**src/rtl/ps2_pkg.sv**
```systemverilog
// Shared scan-code constants, FSM state types and key indexing for the PS/2 key decoder.
// Pure declarations and combinational helpers; no latency and no flow control.
package ps2_pkg;

  localparam logic [7:0] SC_E0    = 8'hE0;
  localparam logic [7:0] SC_F0    = 8'hF0;
  localparam logic [7:0] SC_UP    = 8'h75;
  localparam logic [7:0] SC_DOWN  = 8'h72;
  localparam logic [7:0] SC_LEFT  = 8'h6B;
  localparam logic [7:0] SC_RIGHT = 8'h74;
  localparam logic [7:0] SC_SPACE = 8'h29;
  localparam logic [7:0] SC_W     = 8'h1D;
  localparam logic [7:0] SC_S     = 8'h1B;
  localparam logic [7:0] SC_A     = 8'h1C;
  localparam logic [7:0] SC_D     = 8'h23;
  localparam logic [7:0] SC_ENTER = 8'h5A;

  localparam int NUM_KEYS  = 10;
  localparam int FRAME_BITS = 10;  // data[7:0], parity, stop (start bit is not stored)

  typedef enum logic [1:0] {
    RX_IDLE,
    RX_RECV,
    RX_CHECK
  } rx_state_t;

  typedef enum logic [1:0] {
    DEC_IDLE,
    DEC_EXT,
    DEC_BRK,
    DEC_EXT_BRK
  } dec_state_t;

  typedef enum logic [3:0] {
    K_UP    = 4'd0,
    K_DOWN  = 4'd1,
    K_LEFT  = 4'd2,
    K_RIGHT = 4'd3,
    K_SPACE = 4'd4,
    K_W     = 4'd5,
    K_S     = 4'd6,
    K_A     = 4'd7,
    K_D     = 4'd8,
    K_ENTER = 4'd9
  } key_idx_t;

  typedef logic [NUM_KEYS-1:0] key_vec_t;

  // One-hot mask of the key a scan code refers to; zero for unmapped codes.
  function automatic key_vec_t key_mask(input logic [7:0] code, input logic ext);
    key_vec_t m;
    m = '0;
    if (ext) begin
      case (code)
        SC_UP:    m[K_UP]    = 1'b1;
        SC_DOWN:  m[K_DOWN]  = 1'b1;
        SC_LEFT:  m[K_LEFT]  = 1'b1;
        SC_RIGHT: m[K_RIGHT] = 1'b1;
        SC_ENTER: m[K_ENTER] = 1'b1;
        default:  m = '0;
      endcase
    end else begin
      case (code)
        SC_SPACE: m[K_SPACE] = 1'b1;
        SC_W:     m[K_W]     = 1'b1;
        SC_S:     m[K_S]     = 1'b1;
        SC_A:     m[K_A]     = 1'b1;
        SC_D:     m[K_D]     = 1'b1;
        SC_ENTER: m[K_ENTER] = 1'b1;
        default:  m = '0;
      endcase
    end
    return m;
  endfunction

  // Odd parity over data+parity and a high stop bit.
  function automatic logic frame_ok(input logic [FRAME_BITS-1:0] f);
    return (^f[8:0]) & f[9];
  endfunction

endpackage

```
**src/rtl/ps2_rx.sv**
```systemverilog
// PS/2 synchronizer, clock glitch filter and 11-bit frame receiver producing bytes.
// byte_valid/frame_err one cycle after the stop strobe (~FILTER_LEN+4 after raw edge); no backpressure.
module ps2_rx
  import ps2_pkg::*;
#(
  parameter int FILTER_LEN     = 8,
  parameter int TIMEOUT_CYCLES = 200000
) (
  input  logic       clk,
  input  logic       clrn,
  input  logic       ps2_clk,
  input  logic       ps2_data,
  output logic [7:0] code,
  output logic       byte_valid,
  output logic       frame_err
);

  localparam int FW = $clog2(FILTER_LEN + 1);
  localparam int TW = $clog2(TIMEOUT_CYCLES + 1);
  localparam logic [FW-1:0] FLT_LAST = FW'(FILTER_LEN - 1);
  localparam logic [TW-1:0] TMO_MAX  = TW'(TIMEOUT_CYCLES);

  logic [1:0]            clk_sync;
  logic [1:0]            data_sync;
  logic                  clk_s;
  logic                  data_s;
  logic [FW-1:0]         flt_cnt;
  logic                  filt;
  logic                  filt_d;
  logic                  strobe;
  logic [TW-1:0]         tmo_cnt;
  logic                  timeout;

  rx_state_t             state, state_nxt;
  logic [3:0]            bit_cnt, bit_cnt_nxt;
  logic [FRAME_BITS-1:0] frame, frame_nxt;

  assign clk_s  = clk_sync[1];
  assign data_s = data_sync[1];

  always_ff @(posedge clk or negedge clrn) begin
    if (!clrn) begin
      clk_sync  <= 2'b11;
      data_sync <= 2'b11;
    end else begin
      clk_sync  <= {clk_sync[0], ps2_clk};
      data_sync <= {data_sync[0], ps2_data};
    end
  end

  // The filtered level flips only after FILTER_LEN samples in a row disagree with it.
  always_ff @(posedge clk or negedge clrn) begin
    if (!clrn) begin
      flt_cnt <= '0;
      filt    <= 1'b1;
      filt_d  <= 1'b1;
    end else begin
      filt_d <= filt;
      if (clk_s == filt) begin
        flt_cnt <= '0;
      end else if (flt_cnt == FLT_LAST) begin
        filt    <= clk_s;
        flt_cnt <= '0;
      end else begin
        flt_cnt <= flt_cnt + FW'(1);
      end
    end
  end

  assign strobe = filt_d & ~filt;

  always_ff @(posedge clk or negedge clrn) begin
    if (!clrn) begin
      tmo_cnt <= '0;
    end else if (strobe) begin
      tmo_cnt <= '0;
    end else if (tmo_cnt != TMO_MAX) begin
      tmo_cnt <= tmo_cnt + TW'(1);
    end
  end

  assign timeout = (tmo_cnt == TMO_MAX);

  always_ff @(posedge clk or negedge clrn) begin
    if (!clrn) begin
      state   <= RX_IDLE;
      bit_cnt <= '0;
      frame   <= '0;
    end else begin
      state   <= state_nxt;
      bit_cnt <= bit_cnt_nxt;
      frame   <= frame_nxt;
    end
  end

  always_comb begin
    state_nxt   = state;
    bit_cnt_nxt = bit_cnt;
    frame_nxt   = frame;
    byte_valid  = 1'b0;
    frame_err   = 1'b0;
    case (state)
      RX_IDLE: begin
        if (strobe && !data_s) begin
          state_nxt   = RX_RECV;
          bit_cnt_nxt = '0;
        end
      end
      RX_RECV: begin
        if (strobe) begin
          frame_nxt[bit_cnt] = data_s;
          if (bit_cnt == 4'd9) begin
            state_nxt = RX_CHECK;
          end else begin
            bit_cnt_nxt = bit_cnt + 4'd1;
          end
        end else if (timeout) begin
          frame_err = 1'b1;
          state_nxt = RX_IDLE;
        end
      end
      RX_CHECK: begin
        if (frame_ok(frame)) begin
          byte_valid = 1'b1;
        end else begin
          frame_err = 1'b1;
        end
        state_nxt = RX_IDLE;
      end
      default: state_nxt = RX_IDLE;
    endcase
  end

  assign code = frame[7:0];

endmodule

```
**src/rtl/ps2_key_decoder.sv**
```systemverilog
// Turns PS/2 set-2 make/break sequences into ten registered "key held" levels for two players.
// Keys update the cycle after byte_valid (~FILTER_LEN+5 cycles after the stop edge); no backpressure.
module ps2_key_decoder
  import ps2_pkg::*;
#(
  parameter int FILTER_LEN     = 8,
  parameter int TIMEOUT_CYCLES = 200000
) (
  input  logic clk,
  input  logic clrn,
  input  logic ps2_clk,
  input  logic ps2_data,
  output logic up,
  output logic down,
  output logic left,
  output logic right,
  output logic space,
  output logic w,
  output logic s,
  output logic a,
  output logic d,
  output logic enter,
  output logic frame_err
);

  logic [7:0] code;
  logic       byte_valid;
  logic       rx_err;

  dec_state_t dec, dec_nxt;
  key_vec_t   keys, keys_nxt;

  ps2_rx #(
    .FILTER_LEN    (FILTER_LEN),
    .TIMEOUT_CYCLES(TIMEOUT_CYCLES)
  ) u_rx (
    .clk       (clk),
    .clrn      (clrn),
    .ps2_clk   (ps2_clk),
    .ps2_data  (ps2_data),
    .code      (code),
    .byte_valid(byte_valid),
    .frame_err (rx_err)
  );

  always_ff @(posedge clk or negedge clrn) begin
    if (!clrn) begin
      dec  <= DEC_IDLE;
      keys <= '0;
    end else begin
      dec  <= dec_nxt;
      keys <= keys_nxt;
    end
  end

  // A corrupted frame may have swallowed a prefix byte, so restart prefix tracking but keep held keys.
  always_comb begin
    dec_nxt  = dec;
    keys_nxt = keys;
    if (rx_err) begin
      dec_nxt = DEC_IDLE;
    end else if (byte_valid) begin
      case (dec)
        DEC_IDLE: begin
          if (code == SC_E0) begin
            dec_nxt = DEC_EXT;
          end else if (code == SC_F0) begin
            dec_nxt = DEC_BRK;
          end else begin
            keys_nxt = keys | key_mask(code, 1'b0);
          end
        end
        DEC_EXT: begin
          if (code == SC_F0) begin
            dec_nxt = DEC_EXT_BRK;
          end else if (code != SC_E0) begin
            keys_nxt = keys | key_mask(code, 1'b1);
            dec_nxt  = DEC_IDLE;
          end
        end
        DEC_BRK: begin
          keys_nxt = keys & ~key_mask(code, 1'b0);
          dec_nxt  = DEC_IDLE;
        end
        DEC_EXT_BRK: begin
          keys_nxt = keys & ~key_mask(code, 1'b1);
          dec_nxt  = DEC_IDLE;
        end
        default: dec_nxt = DEC_IDLE;
      endcase
    end
  end

  assign up        = keys[K_UP];
  assign down      = keys[K_DOWN];
  assign left      = keys[K_LEFT];
  assign right     = keys[K_RIGHT];
  assign space     = keys[K_SPACE];
  assign w         = keys[K_W];
  assign s         = keys[K_S];
  assign a         = keys[K_A];
  assign d         = keys[K_D];
  assign enter     = keys[K_ENTER];
  assign frame_err = rx_err;

endmodule

```
**config.mk**
```make
export PLATFORM = sky130hd
export DESIGN_NAME = ps2_key_decoder
export DESIGN_NICKNAME = d
export VERILOG_FILES = /design/src/rtl/ps2_pkg.sv /design/src/rtl/ps2_rx.sv /design/src/rtl/ps2_key_decoder.sv
export SDC_FILE = /design/constraint.sdc
export NUM_CORES = 1
export LEC_CHECK = 0
export ABC_AREA = 0
export CAP_MARGIN = 20
export CORE_MARGIN = 2
export CORE_UTILIZATION = 43
export DETAILED_ROUTE_END_ITERATION = 6
export PLACE_DENSITY_LB_ADDON = 0.1
export SLEW_MARGIN = 15
export SYNTH_ARGS = -nofsm -noshare
export SYNTH_HDL_FRONTEND = slang
export SYNTH_SLANG_ARGS = --single-unit
```
**constraint.sdc**
```tcl
create_clock -name clk -period 3.7 [get_ports clk]
set_input_delay 0.74 -clock clk [delete_from_list [all_inputs] [get_ports clk]]
set_output_delay 0.74 -clock clk [all_outputs]
set_load 0.01 [all_outputs]
```
# Word level (Yosys, flattened, before mapping)
# Cells that the tools add are included.
[op_classes]
n_lt_le_gt_ge = 2
eq_ne = 34
muxes = 60
n_addsub = 3
n_bitwise = 11
reduce_logical = 16
[op_table]
columns = ["operator", "n"]
rows = [
  ["two-way mux 10 bit", 20],
  ["equality test 8 x 7 -> 1 bit, second input constant", 5],
  ["one-hot mux 10 bit (4 select lines)", 1],
  ["two-way mux 18 bit", 2],
  ["equality test 8 x 5 -> 1 bit, second input constant", 3],
  ["bitwise AND 10 bit", 2],
  ["two-way mux 2 bit", 10],
  ["two-way mux 4 bit", 5],
  ["NOT 10 bit", 2],
  ["bitwise OR 10 bit", 2],
  ["adder 18 x 1 -> 18 bit, second input constant", 1],
  ["equality test 18 bit, second input constant", 1],
  ["!= test 18 bit, second input constant", 1],
  ["equality test 8 x 6 -> 1 bit, second input constant", 2],
  ["equality test 8 bit, second input constant", 2],
  ["two-way mux 1 bit", 16],
  ["bitwise mux 10 bit", 1],
  ["!= test 2 bit, second input constant", 5],
  ["XOR reduction 9 bit", 1],
  ["adder 4 x 1 -> 4 bit, second input constant", 2],
  ["!= test 4 bit, second input constant", 2],
  ["!= test 8 bit, second input constant", 1],
  ["one-hot mux 4 bit (2 select lines)", 1],
  ["equality test 2 bit, second input constant", 3],
  ["other kinds (24)", 35],
]
[word_totals]
ff_bits = 56

# Longest topological paths before layout
# Gate-level depths: netlist of run 1.
[depth]
word_depth = 11
ltp_mapped = 8

# Modules after synthesis
# From an unflattened synthesis of run 1, not the netlist that was laid out.
[unflattened]
cells_unflattened = 288
area_unflattened_um2 = 3034.2
[modules_own_cells]
columns = ["module", "area_each_um2", "cells_per_inst", "n_inst"]
rows = [
  ["ps2_rx", 2333.5, 222, 1],
  ["ps2_key_decoder", 700.7, 66, 1],
]

# Worst setup path before layout of run 1
# No wires, ideal clock.
[synth_path]
path_type = "register to output"
start = "register u_rx.frame[2]"
end = "output port frame_err"
n_path_buf = 0
stages_incl_launch_ff = 7
required_time_ns = 2.960
arrival_ns = 1.622
setup_slack_ns = 1.338
path_cell_list = "dfrtp_1 -> inv_1 -> ha_1 -> xnor3_1 -> xnor2_2 -> nand2_1 -> a31o_2"
[synth_via]
elab_chain_cells = 4
[synth_lines]
columns = ["element", "line_no", "source"]
rows = [
  ["start, declared", "ps2_rx.sv:36", "logic [FRAME_BITS-1:0] frame, frame_nxt;"],
  ["start signal, assigned", "ps2_rx.sv:92", "frame <= frame_nxt;"],
  ["XOR reduction 9 bit", "ps2_pkg.sv:78", "return (^f[8:0]) & f[9];"],
  ["bitwise AND 1 bit", "ps2_pkg.sv:78", ""],
  ["two-way mux 1 bit", "ps2_rx.sv:123", "if (frame_ok(frame)) begin"],
  ["one-hot mux 1 bit (2 select lines)", "ps2_rx.sv:102", "case (state)"],
  ["end, declared", "ps2_key_decoder.sv:23", "output logic frame_err"],
]
# Every way passes these cells.

# Worst setup path in the final report of run 1
[layout_path]
start = "register u_rx.frame[0]"
end = "output port frame_err"
# Same word-level chain as after synthesis.

==> impl_metrics.json, run 1 <==
{
  "setup_viol": 0,
  "pre_cts_ws_ns": 0.773,
  "whs_ns": 0.361,
  "max_freq_ghz": 0.307,
  "synth_area_um2": 3120,
  "ant_nets": 0,
  "syn_area_per_cell_um2": 10.2,
  "layout-drive-gt1-share_pct": 11.4,
  "final_core_util_pct": 48.8,
  "fin_nets": 351,
  "io_buffers": 14,
  "place_area_um2": 3370,
  "synth_edf_count": 0,
  "clk_pin_slew_ns": 0.11,
  "drc": 0,
  "htree_levels": 2,
  "slew_viol_final": 0,
  "grt_max_degree": 34,
  "fp.dieW_um": 89.2,
  "cts_made_buffers": 5,
  "grt_pass1_wl_mm": 9.80,
  "clk_latency_ns": 0.31,
  "final_cell_area_um2": 3480,
  "worstHoldPathType": "reg -> reg",
  "core-area_um2": 7140,
  "hold_violations": 0,
  "async_flop_share_pct": 100,
  "ir_drop_uv": 306,
  "ys_top_cells_by_count": "50 x dfrtp_1, 29 x nor2_1, 27 x inv_1",
  "nFillCells": 703,
  "fin_skew_ns": 0.0126,
  "synthFlopType": "dfrtp_1",
  "syn-num-nets": 334,
  "p_per_area_nw_per_um2": 504,
  "wl_per_cell_um": 13.5,
  "grtUsageMet3_pct": 3.05,
  "track_usage_pct": 15.5,
  "worstPathRequired_ns": 2.96,
  "clockRootBuffer": "clkbuf_8",
  "pin_count": 15,
  "start_kind": "flop",
  "synthToLayoutAreaGrowth_pct": 11.5,
  "yosysSeqAreaShare_pct": 45.1,
  "route.vias.total": 2150,
  "grt_pass1_vias": 2042,
  "ys_ff_latch": 56,
  "first_iter_violations": 105,
  "period_share_pct": 88.1,
  "ys_warn_count": 0,
  "drt_first_pass_iters": 4,
  "rows": 31,
  "postCtsHoldBufs": 0,
  "fin_crit_ns": 3.26,
  "dpl.hpwl_mm": 4.18,
  "crit_type": "reg -> out",
  "run_status": "finished, final reports clean",
  "grt_busiest_layer": "met1",
  "synth_top_cell_area_share_pct": 40.1,
  "cap_violations": 0,
  "start_util_pct": 43.7,
  "cts_setup_buffers": 0,
  "critPathMaxFanout": 4,
  "cts_tree": "built",
  "clockBufferDepth": 2,
  "yosysMostFrequentCell": "dfrtp_1",
  "crit_arrival_ns": 2.52,
  "ys_top_cells_by_area": "dfrtp_1 40%, ha_1 9.6%, dfstp_2 5.1%",
  "antenna_found_initial": 0,
  "setup_slack_ns": 0.440,
  "critPathCaptureType": "primary output",
  "synthCells": 306,
  "worst_pin_slew_ns": 0.613,
  "tns_ns": 0,
  "grt_util_met1_pct": 24.0,
  "leakagePower_nw": 1.46,
  "rsz0062_at_grt": "no",
  "yosys.area.top_type": "dfrtp_1",
  "gp_congestion": 0.820,
  "yosysUniqueCellTypes": 44,
  "cts.sinks": 56,
  "die_area_um2": 7960,
  "via_per_inst": 5.08,
  "n_antenna_cell": 0,
  "overflow": 0,
  "use_met2_pct": 22.6,
  "cts_resized": 0,
  "die_y_um": 89.2,
  "relSlewSlack_pct": 58.9,
  "drt_wl_total_mm": 5.69
}
## final timing paths
check | slack [ns] | cells after the start | end | startpoint
max in group asynchronous | 2.45 | 2 | u_rx.data_sync[0] | clrn
worst min register to register | 0.36 | 0 | u_rx.data_sync[1] | u_rx.data_sync[0]
min in group asynchronous | 0.41 | 1 | dec[0] | clrn
worst max-delay path | 0.44 | 7 | frame_err | u_rx.frame[0]
worst min-delay path | 0.36 | 0 | u_rx.data_sync[1] | u_rx.data_sync[0]
worst max register to register | 1.20 | 7 | keys[5] | u_rx.frame[0]
## layout by cell type, fill, tap and decap left out, types with 2 or more instances in the layout
cell             Yosys  routed
a21oi_1              6       6
a22o_1               2       2
and2_1               3       3
and4_1               3       3
and4b_1              2       2
buf_4                0       3
clkbuf_8             0       5
clkdlybuf4s50_1      0      13
dfrtp_1             50      50
dfstp_2              6       6
ha_1                24      24
inv_1               27      27
mux2_2              12      12
mux2i_1             10      10
nand2_1             26      26
nand3_1             17      17
nand3b_1             2       2
nand4_1             10      10
nand4b_1             3       3
nor2_1              29      29
nor2b_1              4       4
nor3_1               7       7
nor3b_1              2       2
nor4_1               3       3
nor4_2               4       4
nor4b_1              2       2
o21ai_0              8       8
o2bb2ai_1            2       2
or3_1                4       4
xnor2_1              6       6
xor2_1              12      12
## logic make-up after synthesis
logic type	share of synthesized area, %
AOI/OAI and AO/OA	5.09
xor gates and xnor gates	6.29
adders and majority gates	9.62
buffers and inverters	4.37
DFF	45.1
muxes	7.54
and+or+nand+nor	22.0
## final cells by class
cell class | instances | area, um2 | share of cell area, %
clock inverter | 2 | 38.8 | 1.11
inverter | 27 | 101 | 2.91
sequential | 56 | 1410 | 40.5
clock buffer | 6 | 72.6 | 2.09
timing repair buffer | 17 | 158 | 4.53
multi-input combinational | 216 | 1580 | 45.3
tap | 99 | 124 | 3.56
## power by group
group	total [W]	switching [W]	leakage [nW]	internal (W)
logic	0.000544	0.000306	0.661	0.000238
clock network	0.000406	0.000201	0.0558	0.000205
registers	0.000804	0.0000945	0.742	0.000710
total	0.00175	0.000602	1.46	0.00115
## worst max-delay path: stages (launching register included)
cell	delay [ns]
dfrtp_1	0.41
inv_1	0.09
ha_1	0.31
xnor3_1	0.37
xnor2_2	0.19
nand2_1	0.08
a31o_2	0.27
clkdlybuf4s50_1	0.48
## state kept, by name (all words and copies together) (netlist names), 4 cells and up
register	flops
u_rx.frame	10
u_rx.bit_cnt	4
keys	10
u_rx.flt_cnt	4
u_rx.tmo_cnt	18
## per-layer routing
layer	vias up	wire length [um]
met5	-	0
met4	0	34
li1	1089	-
met1	1038	3090
met3	2	117
met2	21	2450
## through the flow
stage / cells / total power [W]
3_3_place_gp: 415 / 0.00136
6_report: 423 / 0.00175
2_1_floorplan: 306 / 0.00122
4_1_cts: 423 / 0.00178
5_1_grt: 423 / 0.00189
3_5_place_dp: 415 / 0.00137
No activity file was read; power rests on OpenSTA's default activity.
==> inputs of run 2 (changes only) <==
Settings changed: PLACE_DENSITY set to 0.64, PLACE_DENSITY_LB_ADDON 0.1 to not set.
==> impl_metrics.json, run 2 (synthesized netlist as in run 1, its figures left out) <==
{
  "run_status": "finished, final reports clean",
  "leakagePower_nw": 1.46,
  "worst_r2r_endpoint": "keys[7]",
  "die_y_um": 89.2,
  "io_buffers": 14,
  "pin_count": 15,
  "cts.sinks": 56,
  "track_usage_pct": 15.7,
  "postCtsHoldBufs": 0,
  "worstHoldPathType": "reg -> reg",
  "core-area_um2": 7140,
  "fin_skew_ns": 0.00559,
  "p_per_area_nw_per_um2": 503,
  "cts_tree": "built",
  "finalNonFillerCells": 423,
  "cts_resized": 0,
  "grt_pass1_vias": 2132,
  "layout-drive-gt1-share_pct": 11.4,
  "swShare_pct": 34.2,
  "slowest_delay_ns": 0.48,
  "via_per_inst": 5.17,
  "fin_crit_ns": 3.26,
  "largest_reg_flops": 18,
  "intPower_w": 0.00115,
  "die_area_um2": 7960,
  "combPwrFrac_pct": 31.3,
  "multi_input_area_um2": 1580,
  "p_switching_w": 0.000598,
  "antenna_found_initial": 0,
  "rows": 31,
  "drt_wl_total_mm": 5.62,
  "drc": 0,
  "wl_per_cell_um": 13.3,
  "dpl.hpwl_mm": 4.19,
  "hold_end": "u_rx.clk_sync[1]",
  "worst_pin_slew_ns": 0.731,
  "worstHoldPathCells": 0,
  "fin_nets": 351,
  "rsz0062_at_grt": "no",
  "route.vias.total": 2185,
  "whs_ns": 0.361,
  "crit_type": "reg -> out",
  "setup_viol": 0,
  "regMostFlops": "u_rx.tmo_cnt",
  "overflow": 0,
  "gp_congestion": 0.830,
  "crit_arrival_ns": 2.52,
  "final_cell_mix": "50 x dfrtp_1, 29 x nor2_1, 27 x inv_1",
  "grt_pass1_wl_mm": 9.83,
  "start_util_pct": 43.7,
  "r2r_slack_ns": 1.26,
  "ant_nets": 0,
  "ir_drop_uv": 291,
  "path_buf_inv": 2,
  "r2r-start": "u_rx.frame[2]",
  "pwr-share-clk_pct": 22.6,
  "clk_latency_ns": 0.31,
  "relSlewSlack_pct": 51.3,
  "n_antenna_cell": 0,
  "cap_violations": 0,
  "clk_pin_slew_ns": 0.10,
  "slew_viol_final": 0,
  "rr_worst_depth": 7,
  "grt_max_degree": 34,
  "worstPathRequired_ns": 2.96,
  "first_iter_violations": 155,
  "final_common_cell": "dfrtp_1",
  "seq_area_um2": 1410,
  "critPathCaptureType": "primary output",
  "htree_levels": 2,
  "cp_top_family": "XOR/XNOR gates",
  "power_frac_seq_pct": 46.1,
  "clockBufferDepth": 2,
  "nFillCells": 680,
  "cts_setup_buffers": 0,
  "max_freq_ghz": 0.307,
  "place_inst": 415,
  "fp.dieW_um": 89.2,
  "tns_ns": 0,
  "clockRootBuffer": "clkbuf_8",
  "hold_violations": 0,
  "cts_made_buffers": 5,
  "synthToLayoutAreaGrowth_pct": 11.3,
  "critPathMaxFanout": 4,
  "start_kind": "flop",
  "reg.largest.list": "u_rx.tmo_cnt (18), keys (10), u_rx.frame (10)",
  "total_power_w": 0.00175,
  "period_share_pct": 88.0,
  "cp_slowest_cell": "clkdlybuf4s50_1",
  "drt_first_pass_iters": 6,
  "worstHoldStart": "u_rx.clk_sync[0]",
  "path_cells": "inv_1, ha_1, xnor3_1, xnor2_2, nand2_1, a31o_2, clkdlybuf4s50_1"
}
-- run 2: area by class of cell --
cell class | count | share of cell area [%]
clock buffers | 6 | 2.09
clock inverters | 2 | 1.01
inverters | 27 | 2.92
multi-input cells | 216 | 45.4
flip-flops and latches | 56 | 40.5
well taps | 99 | 3.56
repair buffers | 17 | 4.54
-- run 2: how the worst max path moves through the flow --
stage	cells after the start	startpoint	endpoint	slack, ns
after floorplan	6	u_rx.frame[2]	frame_err	1.34
after global placement	7	u_rx.frame[2]	frame_err	0.83
after detailed placement	7	u_rx.frame[0]	frame_err	0.77
after CTS	7	u_rx.frame[2]	frame_err	0.42
after global routing	7	u_rx.frame[2]	frame_err	0.29
final	7	u_rx.frame[2]	frame_err	0.44
-- run 2: metrics by stage --
step | utilization [%] | cell area (um2) | setup WS, ns
after global placement | 47.2 | 3370 | 0.827
after detailed placement | 47.2 | 3370 | 0.766
after floorplan | - | 3120 | 1.34
final | 48.7 | 3480 | 0.442
after global routing | 48.7 | 3480 | 0.285
after CTS | 48.7 | 3480 | 0.421
-- run 2: worst register-to-register path: cells and delay by family, from the launching register on --
kind	cells	cell delay, ns
and+or+nand+nor	2	0.76
buffers and inverters	1	0.08
xor gates and xnor gates	2	0.62
DFF	1	0.41
adders and majority gates	1	0.29
muxes	1	0.23
-- run 2: power groups by stage --
stage | sequential, W | combinational (W) | clock, W
after CTS | 0.000806 | 0.000552 | 0.000414
after global routing | 0.000820 | 0.000632 | 0.000439
after global placement | 0.000814 | 0.000534 | 0
after detailed placement | 0.000819 | 0.000553 | 0
final | 0.000805 | 0.000547 | 0.000396
after floorplan | 0.000793 | 0.000428 | 0
-- run 2: metal layers --
layer / share of wire (%) / wire (um) / GRT usage, %
met1: 51 / 2840 / 22.0
met2: 46 / 2590 / 24.9
met3: 2.2 / 124 / 3.05
met4: 1.2 / 65 / 4.48
met5: 0 / 0 / 0
